$ cat src/rtl/memory_forwarding_unit.sv
// Operand forwarding for store/out instructions: tracks in-flight destination writes,
// steers each data source to the youngest producer and requests a stall on load-use.
module memory_forwarding_unit #(
  parameter int DATA_SEL_W = 4,
  parameter int REG_AW     = 5,
  parameter int CNT_W      = 16
) (
  input  logic                  clock,
  input  logic                  reset_n,
  input  logic                  advance,
  input  logic                  flush,
  input  logic                  id_valid,
  input  logic [7:0]            id_opcode,
  input  logic [REG_AW-1:0]     id_src_top,
  input  logic [REG_AW-1:0]     id_src_bot,
  input  logic [REG_AW-1:0]     id_src_sfr,
  input  logic                  iss_wr_en,
  input  logic [REG_AW-1:0]     iss_dest,
  input  logic                  iss_is_load,
  output logic [DATA_SEL_W-1:0] sel_top,
  output logic [DATA_SEL_W-1:0] sel_bot,
  output logic [DATA_SEL_W-1:0] sel_sfr,
  output logic                  hazard_stall,
  output logic [CNT_W-1:0]      hazard_count
);

  localparam int                    DEPTH    = DATA_SEL_W - 1;
  localparam int                    NSRC     = 3;
  localparam logic [7:0]            OP_STORE = 8'hC4;
  localparam logic [7:0]            OP_OUT   = 8'h9C;
  localparam logic [DATA_SEL_W-1:0] SEL_RF   = DATA_SEL_W'(1);

  logic [DEPTH-1:0]  r_valid;
  logic [DEPTH-1:0]  r_is_load;
  logic [REG_AW-1:0] r_dest [DEPTH];
  logic [CNT_W-1:0]  r_count;

  logic                  w_is_store;
  logic                  w_is_out;
  logic [NSRC-1:0]       w_use;
  logic [REG_AW-1:0]     w_src     [NSRC];
  logic [DEPTH-1:0]      w_hit     [NSRC];
  logic [NSRC-1:0]       w_load_hit;
  logic [DATA_SEL_W-1:0] w_sel     [NSRC];

  assign w_is_store = id_valid && (id_opcode == OP_STORE);
  assign w_is_out   = id_valid && (id_opcode == OP_OUT);

  // Index 0 = top, 1 = bot, 2 = sfr; out only consumes the SFR operand.
  assign w_src[0] = id_src_top;
  assign w_src[1] = id_src_bot;
  assign w_src[2] = id_src_sfr;
  assign w_use    = {w_is_store | w_is_out, w_is_store, w_is_store};

  genvar gi, gk;
  generate
    for (gi = 0; gi < NSRC; gi++) begin : g_src
      for (gk = 0; gk < DEPTH; gk++) begin : g_slot
        assign w_hit[gi][gk] = w_use[gi] && (w_src[gi] != '0) && r_valid[gk]
                               && (r_dest[gk] == w_src[gi]);
      end
      assign w_load_hit[gi] = w_hit[gi][0] && r_is_load[0];
    end
  endgenerate

  assign hazard_stall = |w_load_hit;

  // Scan oldest to youngest so the youngest matching slot wins.
  always_comb begin
    for (int i = 0; i < NSRC; i++) begin
      w_sel[i] = SEL_RF;
      for (int k = DEPTH - 1; k >= 0; k--) begin
        if (w_hit[i][k]) w_sel[i] = SEL_RF << (k + 1);
      end
      if (hazard_stall) w_sel[i] = SEL_RF;
    end
  end

  assign sel_top      = w_sel[0];
  assign sel_bot      = w_sel[1];
  assign sel_sfr      = w_sel[2];
  assign hazard_count = r_count;

  always_ff @(posedge clock or negedge reset_n) begin
    if (!reset_n) begin
      r_valid   <= '0;
      r_is_load <= '0;
      for (int k = 0; k < DEPTH; k++) r_dest[k] <= '0;
    end else if (flush) begin
      r_valid <= '0;
    end else if (advance) begin
      for (int k = DEPTH - 1; k >= 1; k--) begin
        r_valid[k]   <= r_valid[k-1];
        r_is_load[k] <= r_is_load[k-1];
        r_dest[k]    <= r_dest[k-1];
      end
      // A stalled decode lets the older entries drain and inserts a bubble.
      r_valid[0]   <= !hazard_stall && iss_wr_en && (iss_dest != '0);
      r_is_load[0] <= iss_is_load;
      r_dest[0]    <= iss_dest;
    end
  end

  always_ff @(posedge clock or negedge reset_n) begin
    if (!reset_n) begin
      r_count <= '0;
    end else if (hazard_stall && advance && (r_count != '1)) begin
      r_count <= r_count + CNT_W'(1);
    end
  end

endmodule

$ cat config.mk
export PLATFORM = sky130hd
export DESIGN_NAME = memory_forwarding_unit
export DESIGN_NICKNAME = d
export VERILOG_FILES = /design/src/rtl/memory_forwarding_unit.sv
export SDC_FILE = /design/constraint.sdc
export NUM_CORES = 1
export LEC_CHECK = 0
export CAP_MARGIN = 20
export CORE_MARGIN = 4
export CORE_UTILIZATION = 49
export CTS_BUF_LIST = sky130_fd_sc_hd__clkbuf_16
export CTS_CLUSTER_DIAMETER = 30
export CTS_CLUSTER_SIZE = 30
export DETAILED_ROUTE_END_ITERATION = 6
export GPL_ROUTABILITY_DRIVEN = 0
export PLACE_DENSITY = 0.91
export RECOVER_POWER = 25
export SYNTH_ARGS = -nofsm -noshare
export SYNTH_HDL_FRONTEND = slang
export SYNTH_SLANG_ARGS = --single-unit
$ cat constraint.sdc
create_clock -name clock -period 4.3 [get_ports clock]
set_input_delay 1.29 -clock clock [delete_from_list [all_inputs] [get_ports clock]]
set_output_delay 1.29 -clock clock [all_outputs]
set_load 0.01 [all_outputs]
# Word-level counts from Yosys, hierarchy flattened
# Cells that the tools add are included.
# word_totals
register_bits	35
latch_bits	0
ramBits	0
rom_bits	0
inputBits	35
memories	0
# classes
addsub	1
multipliers	0
div	0
order_cmp	0
eq_ne	12
shift	0
mux	14
bitwise	2
reduce_logical	38
# ops
cell	count
4-bit two-way mux	12
5-bit equality test	9
1-bit logical AND	30
5-bit nonzero test	4
16-bit by 1-bit adder with 16-bit output (second input constant)	1
8-bit equality test (second input constant)	2
16-bit inequality test (second input constant)	1
3-bit two-way mux	2
3-bit OR reduction	1
2-bit AND reduction	1
2-bit nonzero test	1
1-bit zero test	1
1-bit inverter	1
1-bit bitwise OR	1

# Longest topological paths before layout
# Gate-level depths: netlist of the first run.
# depth
depth_word	13
ltp_mapped	7

# Worst setup path before layout of the first run
# Ideal clock, no wire load.
# synth_path
kind	in2out
start	in id_src_top[1]
end	out sel_top[3]
arrival_ns	2.906
slack_ns	0.104
cell_stages	7
n_path_buf	0
cell_sequence	or4_1 -> nor2_2 -> nor4b_2 -> a211oi_2 -> nand2b_4 -> inv_4 -> nor4b_2
# synth_via
elab_cells_between_ends	17
classes_between	3 x eq/ne; 4 x mux; 10 x reduce/logical
# synth_lines
element	line_no	source
from (decl)	14	input logic [REG_AW-1:0] id_src_top,
5-bit nonzero test	59	assign w_hit[gi][gk] = w_use[gi] && (w_src[gi] != '0) && r_valid[gk]
1-bit logical AND (2 in series)	59	
1-bit logical AND (*)	60	&& (r_dest[gk] == w_src[gi]);
1-bit logical AND (*)	62	assign w_load_hit[gi] = w_hit[gi][0] && r_is_load[0];
3-bit OR reduction (*)	66	assign hazard_stall = |w_load_hit;
net hazard_stall	23	output logic hazard_stall,
4-bit two-way mux (*)	75	if (hazard_stall) w_sel[i] = SEL_RF;
to (decl)	20	output logic [DATA_SEL_W-1:0] sel_top,
# The timed path passes the listed nets; every way through them passes the cells marked *.

# Final worst setup path of the first run
# layout_path
start	in id_src_top[2]
end	out sel_top[3]
# layout_via
elab_chain_len	8
elab_cells_between_ends	17
classes_between	3 x eq/ne; 4 x mux; 10 x reduce/logical
# layout_lines
element	line_no	source
5-bit nonzero test	59	
1-bit logical AND (2 in series)	59	
1-bit logical AND	60	
4-bit two-way mux (3 in series)	73	if (w_hit[i][k]) w_sel[i] = SEL_RF << (k + 1);
4-bit two-way mux (*)	75	
# Every way passes the cells marked *; elsewhere a longest branch is shown, timed or not.

==> results of run 1 <==
## state kept, by name (all words and copies together), names as in the netlist
name	cells
r_valid	3
r_is_load	1
r_dest	15
hazard_count	16
## power groups by stage
| stage | combinational [mW] | sequential (mW) | clock (mW) |
|---|---|---|---|
| global placement | 0.218 | 0.439 | 0 |
| finish | 0.264 | 0.445 | 0.408 |
| floorplan | 0.140 | 0.419 | 0 |
| global route | 0.281 | 0.450 | 0.434 |
| detailed placement | 0.229 | 0.443 | 0 |
| CTS | 0.243 | 0.440 | 0.410 |
## worst max-delay path, cell delays in order
cell and delay (ns):
buf_6 0.10, or4_4 0.55, nor2_4 0.14, nor4b_4 0.07, a211oi_2 0.24, nand2b_4 0.20, inv_6 0.05, buf_4 0.13
nor4b_2 0.23, buf_2 0.18
## layout make-up
| class | instances | area share |
|---|---|---|
| Timing Repair Buffer | 126 | 0.268 |
| Tap cell | 67 | 0.0218 |
| Inverter | 6 | 0.00715 |
| Multi-Input combinational cell | 182 | 0.431 |
| Clock buffer | 5 | 0.0325 |
| Clock inverter | 3 | 0.0114 |
| Sequential cell | 35 | 0.227 |
## logic make-up after synthesis
logic type	share of synthesized area
AO/OA/AOI/OAI	0.0413
XOR/XNOR	0.217
adder cells (fa/ha/maj)	0.00516
buffers and inverters	0.0217
flip-flops	0.361
multiplexers	0.0872
AND/OR/NAND/NOR	0.267
## Yosys cell counts, types with 2 or more instances
master	n
nand3_1	8
dfrtp_1	35
and2_1	2
mux2_2	17
mux2i_1	2
nand4_1	7
nand2b_1	2
and3_1	4
nor4_4	2
and4_1	5
nor4b_2	3
nor3b_2	2
clkbuf_1	2
nor3_1	10
inv_1	5
xor2_1	42
nor4_1	9
nand2_1	11
nor2_1	10
nor4_2	3
xnor2_1	18
a221oi_2	2
nor3b_1	2
nor2_2	2
or4_1	2
o21ai_0	2
## per-stage QoR
stage | util | hold slack [ns] | cell area, um2
after floorplan | - | 0.515 | 2430
after global placement | 0.712 | 0.485 | 3380
after detailed placement | 0.712 | 0.489 | 3380
after CTS | 0.795 | 0.492 | 3780
after global routing | 0.810 | 0.526 | 3850
final | 0.810 | 0.508 | 3850
## per-layer routing
layer,vias up,routed length (um),track usage
li1,1079,-,-
met1,1149,3240,0.320
met2,152,4470,0.521
met3,66,532,0.0642
met4,0,663,0.206
met5,-,0,0
## path summary, 6_finish.rpt
kind	from	end	slack, ns
max	id_src_top[2]	sel_top[3]	-0.17
min	hazard_count[10]	hazard_count[10]	0.51
max reg2reg	r_dest[14]	hazard_count[13]	0.59
min reg2reg	hazard_count[10]	hazard_count[10]	0.51
max in group asynchronous	reset_n	r_dest[14]	1.20
min in group asynchronous	reset_n	hazard_count[15]	2.03
## timing repair
action,4_1_cts,5_1_grt
resized for setup,121,21
setup endpoints to repair,13,15
pin swaps,16,13
setup buffers,25,3
==> results.py, run 1 <==
metrics = {
    "timing": {
        "rsz0062_at_grt": "true",
        "fin_crit_sh": 1.04,
        "fin_tns_setup_ns": -1.04,
        "fmax_ghz": 0.224,
        "slew_violations": 36,
        "slew_headroom": -0.221,
        "fin_skew_ns": 0.00376,
        "finalHoldViolCount": 0,
        "setup_viol": 11,
        "period_needed_ns": 4.47,
        "fin_ws_ns": -0.171,
        "worst_pin_slew_ns": 1.83,
    },
    "power": {
        "p_seq_frac": 0.398,
        "swShare": 0.299,
        "intPower_mw": 0.783,
        "clock_power_share": 0.365,
        "vdd_drop_max_mv": 0.309,
        "pwr-share-comb": 0.236,
        "p_total_mw": 1.12,
        "p_leak_nw": 1.75,
        "powerDensity_nw_per_um2": 290,
        "switching_power_mw": 0.334,
    },
    "outcome": {
        "status": "finished, violations left",
        "violations": "max-capacitance violations, max-slew violations, negative setup slack",
    },
    "detailed_routing": {
        "final_antenna_net_count": 0,
        "vias_per_cell": 5.77,
        "post-route-drc-count": 0,
        "drt-total-wl_um": 8900,
        "wire_per_inst_um": 21.0,
        "num_vias": 2446,
        "dr.first_iter.drc_count": 189,
        "firstDrtPassIters": 4,
    },
    "layout": {
        "register_area_um2": 876,
        "area_growth_syn_to_layout_pct": 58.7,
        "antenna_cells": 0,
        "drive_gt1_frac": 0.417,
        "fill_cells": 287,
        "fin_nets": 392,
        "final_common_cell": "buf_4",
        "final_cell_mix": "buf_4 (58), xor2_1 (40), dfrtp_1 (35), clkdlybuf4s50_1 (27)",
        "multi_input_area_um2": 1660,
        "final-instance-count-excl-fill": 424,
    },
    "grt": {
        "grt_antenna_before_repair": 0,
        "grt_pass1_wl_um": 14000,
        "grt_max_degree": 36,
        "overflow": 0,
        "grt_pass1_vias": 2717,
        "track_usage": 0.299,
    },
    "min_path": {
        "whs_path_depth": 1,
        "hold_class": "reg2reg",
    },
    "synth": {
        "yosysWarnings": 0,
        "synth_edf_count": 0,
        "synthDistinctLibCells": 45,
        "ys.flop_type": "dfrtp_1",
        "netlist_area_um2": 2430,
        "seq_area_frac_synth": 0.361,
        "syn_avg_cell_area_um2": 10.6,
        "synth_nets": 264,
        "synthCells": 228,
        "yosysTopAreaCellShare": 0.361,
        "ys_ff_latch": 35,
        "synthArstFlopShare": 1.00,
        "synth_area_leaders": "dfrtp_1 (36%), xor2_1 (15%), mux2_2 (7.9%)",
        "synth_top_cell_by_area": "dfrtp_1",
    },
    "critical_path": {
        "critPathRequiredTime_ns": 3.01,
        "endpoint_kind": "primary output",
        "cp_max_fo": 5,
        "r2r_cells": 20,
        "crit_arrival_ns": 3.18,
        "path_class": "in2out",
        "start_kind": "input pin",
    },
    "die": {
        "dieWidth_um": 78.4,
        "die_area_um2": 6140,
        "die_h_um": 78.4,
        "core_um2": 4750,
        "start_util": 0.510,
        "rows": 25,
        "io_pins": 64,
    },
    "cts": {
        "cts_tree": "done",
        "clk_latency_ns": 0.28,
        "cts.path.max_buffers": 2,
        "ctsHoldBuffers": 0,
        "clock-sinks": 35,
        "htreeDepth": 2,
        "cts_made_buffers": 5,
        "path_clk_slew_ns": 0.05,
        "root_buffer": "clkbuf_16",
    },
    "placement": {
        "dp_hpwl_um": 5270,
        "dp.cells": 389,
        "port_buffers": 63,
        "place_ws_ns": -0.798,
    },
    "job": {
        "maxCapViolations": 1,
    },
}
(Power assumes the default switching activity.)
==> run 2: changes to the inputs <==
--- a/config.mk
+++ b/config.mk
@@ -8,7 +8,6 @@
 export CAP_MARGIN = 20
 export CORE_MARGIN = 4
 export CORE_UTILIZATION = 49
-export CTS_BUF_LIST = sky130_fd_sc_hd__clkbuf_16
 export CTS_CLUSTER_DIAMETER = 30
 export CTS_CLUSTER_SIZE = 30
 export DETAILED_ROUTE_END_ITERATION = 6
==> results.py, run 2 (same netlist as run 1, synthesis figures left out) <==
metrics = {
    "critical_path": {
        "cp_max_fo": 6,
        "crit_arrival_ns": 3.19,
        "endpoint_kind": "primary output",
        "cpLargestDelayFamily": "simple AND/OR/NAND/NOR gates",
        "cp_slowest_cell": "nor4_4",
        "r2r_setup_slack_ns": 0.69,
        "cpPeakStageDelay_ns": 0.42,
        "critPathLaunch": "id_opcode[3]",
        "r2r_start": "r_dest[13]",
        "critPathRequiredTime_ns": 3.01,
        "crit_chain": "dlygate4sd2_1 -> nor3b_2 -> buf_4 -> nand3_4 -> nor4_4 -> a211oi_2 -> nand2b_4 -> inv_6 -> and4bb_2 -> buf_6",
        "path_class": "in2out",
        "start_kind": "input pin",
        "critPathBufInv": 4,
    },
    "timing": {
        "fin_tns_setup_ns": -0.970,
        "fin_skew_ns": 0.00375,
        "slew_headroom": -0.201,
        "slew_violations": 36,
        "fmax_ghz": 0.223,
        "fin_ws_ns": -0.182,
        "rsz0062_at_grt": "true",
        "period_needed_ns": 4.48,
        "finalHoldViolCount": 0,
        "worst_pin_slew_ns": 1.80,
        "setup_viol": 11,
        "fin_crit_sh": 1.04,
    },
    "die": {
        "die_h_um": 78.4,
        "die_area_um2": 6140,
        "io_pins": 64,
        "core_um2": 4750,
        "rows": 25,
        "start_util": 0.510,
        "dieWidth_um": 78.4,
    },
    "detailed_routing": {
        "drt-total-wl_um": 8500,
        "vias_per_cell": 5.66,
        "final_antenna_net_count": 0,
        "firstDrtPassIters": 4,
        "dr.first_iter.drc_count": 211,
        "post-route-drc-count": 0,
        "wire_per_inst_um": 20.2,
        "num_vias": 2384,
    },
    "power": {
        "p_leak_nw": 1.70,
        "pwr-share-comb": 0.264,
        "switching_power_mw": 0.320,
        "vdd_drop_max_mv": 0.277,
        "swShare": 0.319,
        "intPower_mw": 0.682,
        "powerDensity_nw_per_um2": 264,
        "p_seq_frac": 0.443,
        "clock_power_share": 0.293,
        "p_total_mw": 1.00,
    },
    "layout": {
        "drive_gt1_frac": 0.418,
        "final_cell_mix": "buf_4 (50), xor2_1 (40), dfrtp_1 (35), clkdlybuf4s50_1 (27)",
        "area_growth_syn_to_layout_pct": 56.6,
        "antenna_cells": 0,
        "fill_cells": 293,
        "utilization": 0.799,
        "fin_nets": 389,
        "largest_reg_flops": 16,
        "final_area_um2": 3800,
        "final-instance-count-excl-fill": 421,
        "final_common_cell": "buf_4",
    },
    "job": {
        "maxCapViolations": 1,
    },
    "cts": {
        "cts_tree": "done",
        "htreeDepth": 2,
        "ctsHoldBuffers": 0,
        "cts_made_buffers": 5,
        "clk_latency_ns": 0.29,
        "root_buffer": "clkbuf_8",
        "clock-sinks": 35,
        "cts.path.max_buffers": 2,
        "path_clk_slew_ns": 0.07,
    },
    "min_path": {
        "hold_path_startpoint": "hazard_count[15]",
        "hold_class": "reg2reg",
    },
    "grt": {
        "overflow": 0,
        "grt_antenna_before_repair": 0,
        "grt_pass1_vias": 2684,
        "grt_max_degree": 36,
        "grt_pass1_wl_um": 13600,
        "track_usage": 0.286,
    },
    "placement": {
        "dp.cells": 389,
        "dp_hpwl_um": 5270,
        "placed_area_um2": 3380,
        "port_buffers": 63,
    },
    "outcome": {
        "violations": "max-capacitance violations, max-slew violations, negative setup slack",
        "status": "finished, violations left",
    },
}
[run 2: cell types whose count changed in the layout (fill, tap and decap cells not counted), sizes merged]
cell / delta
dlymetal6s2s: -1
dlygate4sd2: +1
clkbuf: +1
buf: -4
[run 2: power groups by stage]
stage | Combinational [mW] | Clock (mW) | Sequential [mW]
after floorplan | 0.140 | 0 | 0.419
after global placement | 0.218 | 0 | 0.439
after detailed placement | 0.229 | 0 | 0.443
after CTS | 0.243 | 0.298 | 0.438
after global routing | 0.285 | 0.317 | 0.447
final | 0.265 | 0.293 | 0.444
[run 2: through the flow]
stage	worst slack, ns	hold WS [ns]
2_1_floorplan	0.104	0.515
3_3_place_gp	-0.733	0.485
3_5_place_dp	-0.798	0.489
4_1_cts	-0.0468	0.495
5_1_grt	-0.251	0.520
6_report	-0.182	0.509
[run 2: what timing repair did]
item	4_1_cts	5_1_grt
setup endpoints to repair	13	14
buffers inserted	24	2
resized for setup	122	26
pin swaps	17	12
[run 2: area by class of cell]
class / instances / area (um2) / area share
sequential: 35 / 876 / 0.230
timing repair buffer: 123 / 1020 / 0.268
inverter: 6 / 27.5 / 0.00724
clock inverter: 3 / 43.8 / 0.0115
multi-input combinational: 182 / 1680 / 0.443
tap: 67 / 83.8 / 0.0221
clock buffer: 5 / 68.8 / 0.0181
[run 2: metal layers]
metal	vias to the layer above	wire, um	GRT usage
met5	-	0	0
met4	0	386	0.157
met3	38	382	0.0516
met2	102	4430	0.512
met1	1169	3300	0.318
li1	1075	-	-
[run 2: path summary, 6_finish.rpt]
kind	endpoint	cells after the start
max	sel_bot[2]	10
min	hazard_count[15]	1
max reg2reg	hazard_count[13]	19
min reg2reg	hazard_count[15]	1
max in group asynchronous	r_dest[14]	2
min in group asynchronous	hazard_count[15]	2
==> run 3: changes to the inputs <==
--- a/config.mk
+++ b/config.mk
@@ -6,7 +6,8 @@
 export NUM_CORES = 1
 export LEC_CHECK = 0
 export CAP_MARGIN = 20
-export CORE_MARGIN = 4
+export CORE_ASPECT_RATIO = 1.75
+export CORE_MARGIN = 10
 export CORE_UTILIZATION = 49
 export CTS_CLUSTER_DIAMETER = 30
 export CTS_CLUSTER_SIZE = 30
==> results.py, run 3 (same netlist as run 1, synthesis figures left out) <==
metrics = {
    "critical_path": {
        "crit_arrival_ns": 3.14,
        "path_class": "in2out",
        "cpLargestDelayFamily": "simple AND/OR/NAND/NOR gates",
        "critPathLaunch": "id_src_top[2]",
        "r2r_start": "r_dest[12]",
        "cp_slowest_cell": "nor4b_4",
        "crit_top_cell": "buf_6",
        "r2r_end": "hazard_count[13]",
        "crit_chain": "buf_6 -> buf_6 -> xor2_2 -> nor4_4 -> nor4b_4 -> a211oi_2 -> nand2b_4 -> inv_6 -> and4bb_2 -> buf_6",
        "cp_max_fo": 6,
        "start_kind": "input pin",
        "r2r_cells": 19,
        "cpPeakStageDelay_ns": 0.36,
        "critPathRequiredTime_ns": 3.01,
        "critPathBufInv": 4,
        "endpoint_kind": "primary output",
        "r2r_setup_slack_ns": 0.68,
    },
    "grt": {
        "grt_pass1_wl_um": 12900,
        "track_usage": 0.192,
        "overflow": 0,
        "grt_antenna_before_repair": 0,
        "grt_pass1_vias": 2683,
        "grt_max_degree": 36,
    },
    "layout": {
        "fin_nets": 388,
        "final_common_cell": "buf_4",
        "drive_gt1_frac": 0.402,
        "largest_reg_flops": 16,
        "area_growth_syn_to_layout_pct": 55.1,
        "fill_cells": 273,
        "final_area_um2": 3760,
        "utilization": 0.793,
        "antenna_cells": 0,
        "final_cell_mix": "buf_4 (52), xor2_1 (41), dfrtp_1 (35), clkdlybuf4s50_1 (25)",
    },
    "power": {
        "vdd_drop_max_mv": 0.339,
        "p_leak_nw": 1.74,
        "p_total_mw": 0.994,
        "powerDensity_nw_per_um2": 264,
    },
    "cts": {
        "root_buffer": "clkbuf_8",
        "cts_tree": "done",
        "cts.path.max_buffers": 2,
        "clock-sinks": 35,
        "clk_latency_ns": 0.29,
        "path_clk_slew_ns": 0.08,
        "htreeDepth": 2,
        "cts_made_buffers": 5,
    },
    "timing": {
        "finalHoldViolCount": 0,
        "slew_violations": 36,
        "slew_headroom": -0.242,
        "period_needed_ns": 4.43,
        "fmax_ghz": 0.226,
        "fin_ws_ns": -0.126,
        "fin_skew_ns": 0.0162,
        "setup_viol": 9,
        "rsz0062_at_grt": "true",
        "worst_pin_slew_ns": 1.86,
        "fin_crit_sh": 1.03,
    },
    "outcome": {
        "status": "finished, violations left",
        "violations": "max-capacitance violations, max-slew violations, negative setup slack",
    },
    "min_path": {
        "hold_path_startpoint": "hazard_count[0]",
        "whs_path_depth": 1,
        "hold_class": "reg2reg",
        "min_to": "hazard_count[0]",
    },
    "detailed_routing": {
        "vias_per_cell": 5.78,
        "firstDrtPassIters": 4,
        "post-route-drc-count": 0,
        "wire_per_inst_um": 20.3,
        "drt-total-wl_um": 8230,
        "num_vias": 2342,
        "final_antenna_net_count": 0,
        "dr.first_iter.drc_count": 77,
    },
    "die": {
        "io_pins": 64,
        "die_h_um": 113,
        "rows": 33,
        "dieWidth_um": 73.2,
        "start_util": 0.511,
        "core_um2": 4750,
        "die_area_um2": 8280,
    },
    "placement": {
        "placed_area_um2": 3350,
        "dp_hpwl_um": 5520,
        "port_buffers": 63,
        "place_ws_ns": -0.813,
    },
    "job": {
        "maxCapViolations": 1,
    },
}
[run 3: worst max-delay path by stage]
stage                             to  cells past startpoint  slack (ns)
after CTS                 sel_bot[2]                      9       -0.01
after detailed placement  sel_sfr[0]                      9       -0.81
after global routing      sel_bot[2]                      9       -0.16
after global placement    sel_bot[2]                      9       -0.76
final                     sel_bot[2]                     10       -0.13
after floorplan           sel_top[3]                      7        0.10
[run 3: cell type report]
cell class / instances / area, um2 / share of cell area
clock buffers: 5 / 68.8 / 0.0183
flip-flops and latches: 35 / 876 / 0.233
multi-input cells: 182 / 1640 / 0.437
well taps: 52 / 65.1 / 0.0173
repair buffers: 122 / 1040 / 0.276
clock inverters: 3 / 43.8 / 0.0116
inverters: 6 / 27.5 / 0.00731
[run 3: power breakdown]
part	total [mW]	internal [mW]	switching [mW]
sequential	0.438	0.365	0.0725
combinational	0.262	0.145	0.117
clock	0.294	0.173	0.121
[run 3: timing repair]
| action | CTS | global route |
|---|---|---|
| hold endpoints to repair | 0 | 0 |
| pin swaps | 17 | 12 |
| resized for setup | 117 | 24 |
| setup endpoints to repair | 13 | 14 |
| hold buffers | 0 | 0 |
| buffers inserted | 20 | 5 |
[run 3: layer usage]
layer	part of all wire	global-route usage	wire length, um	vias to the layer above
li1	-	-	-	1072
met1	0.35	0.196	2860	1129
met2	0.55	0.345	4510	108
met3	0.063	0.0446	518	33
met4	0.041	0.0929	337	0
met5	0	0	0	-
[run 3: worst reg2reg max path: stages, from the launching register on]
cell and delay, ns:
dfrtp_1 0.50, xor2_2 0.21, nor4_4 0.35, nor4b_4 0.36, a211oi_2 0.11, buf_4 0.16, buf_4 0.12, buf_4 0.12
buf_4 0.13, buf_4 0.13, buf_4 0.12, buf_4 0.12, buf_4 0.12, buf_4 0.12, buf_4 0.12, buf_4 0.12
buf_4 0.13, buf_6 0.12, nor4b_4 0.21, xor2_1 0.18
[run 3: stage by stage]
stage                     std cells  hold slack [ns]  setup TNS (ns)
after floorplan                 228            0.515               0
after global placement          372            0.482           -8.45
after detailed placement        372            0.509           -9.12
after CTS                       400            0.524         -0.0191
after global routing            405            0.541           -1.14
final                           405            0.522          -0.618
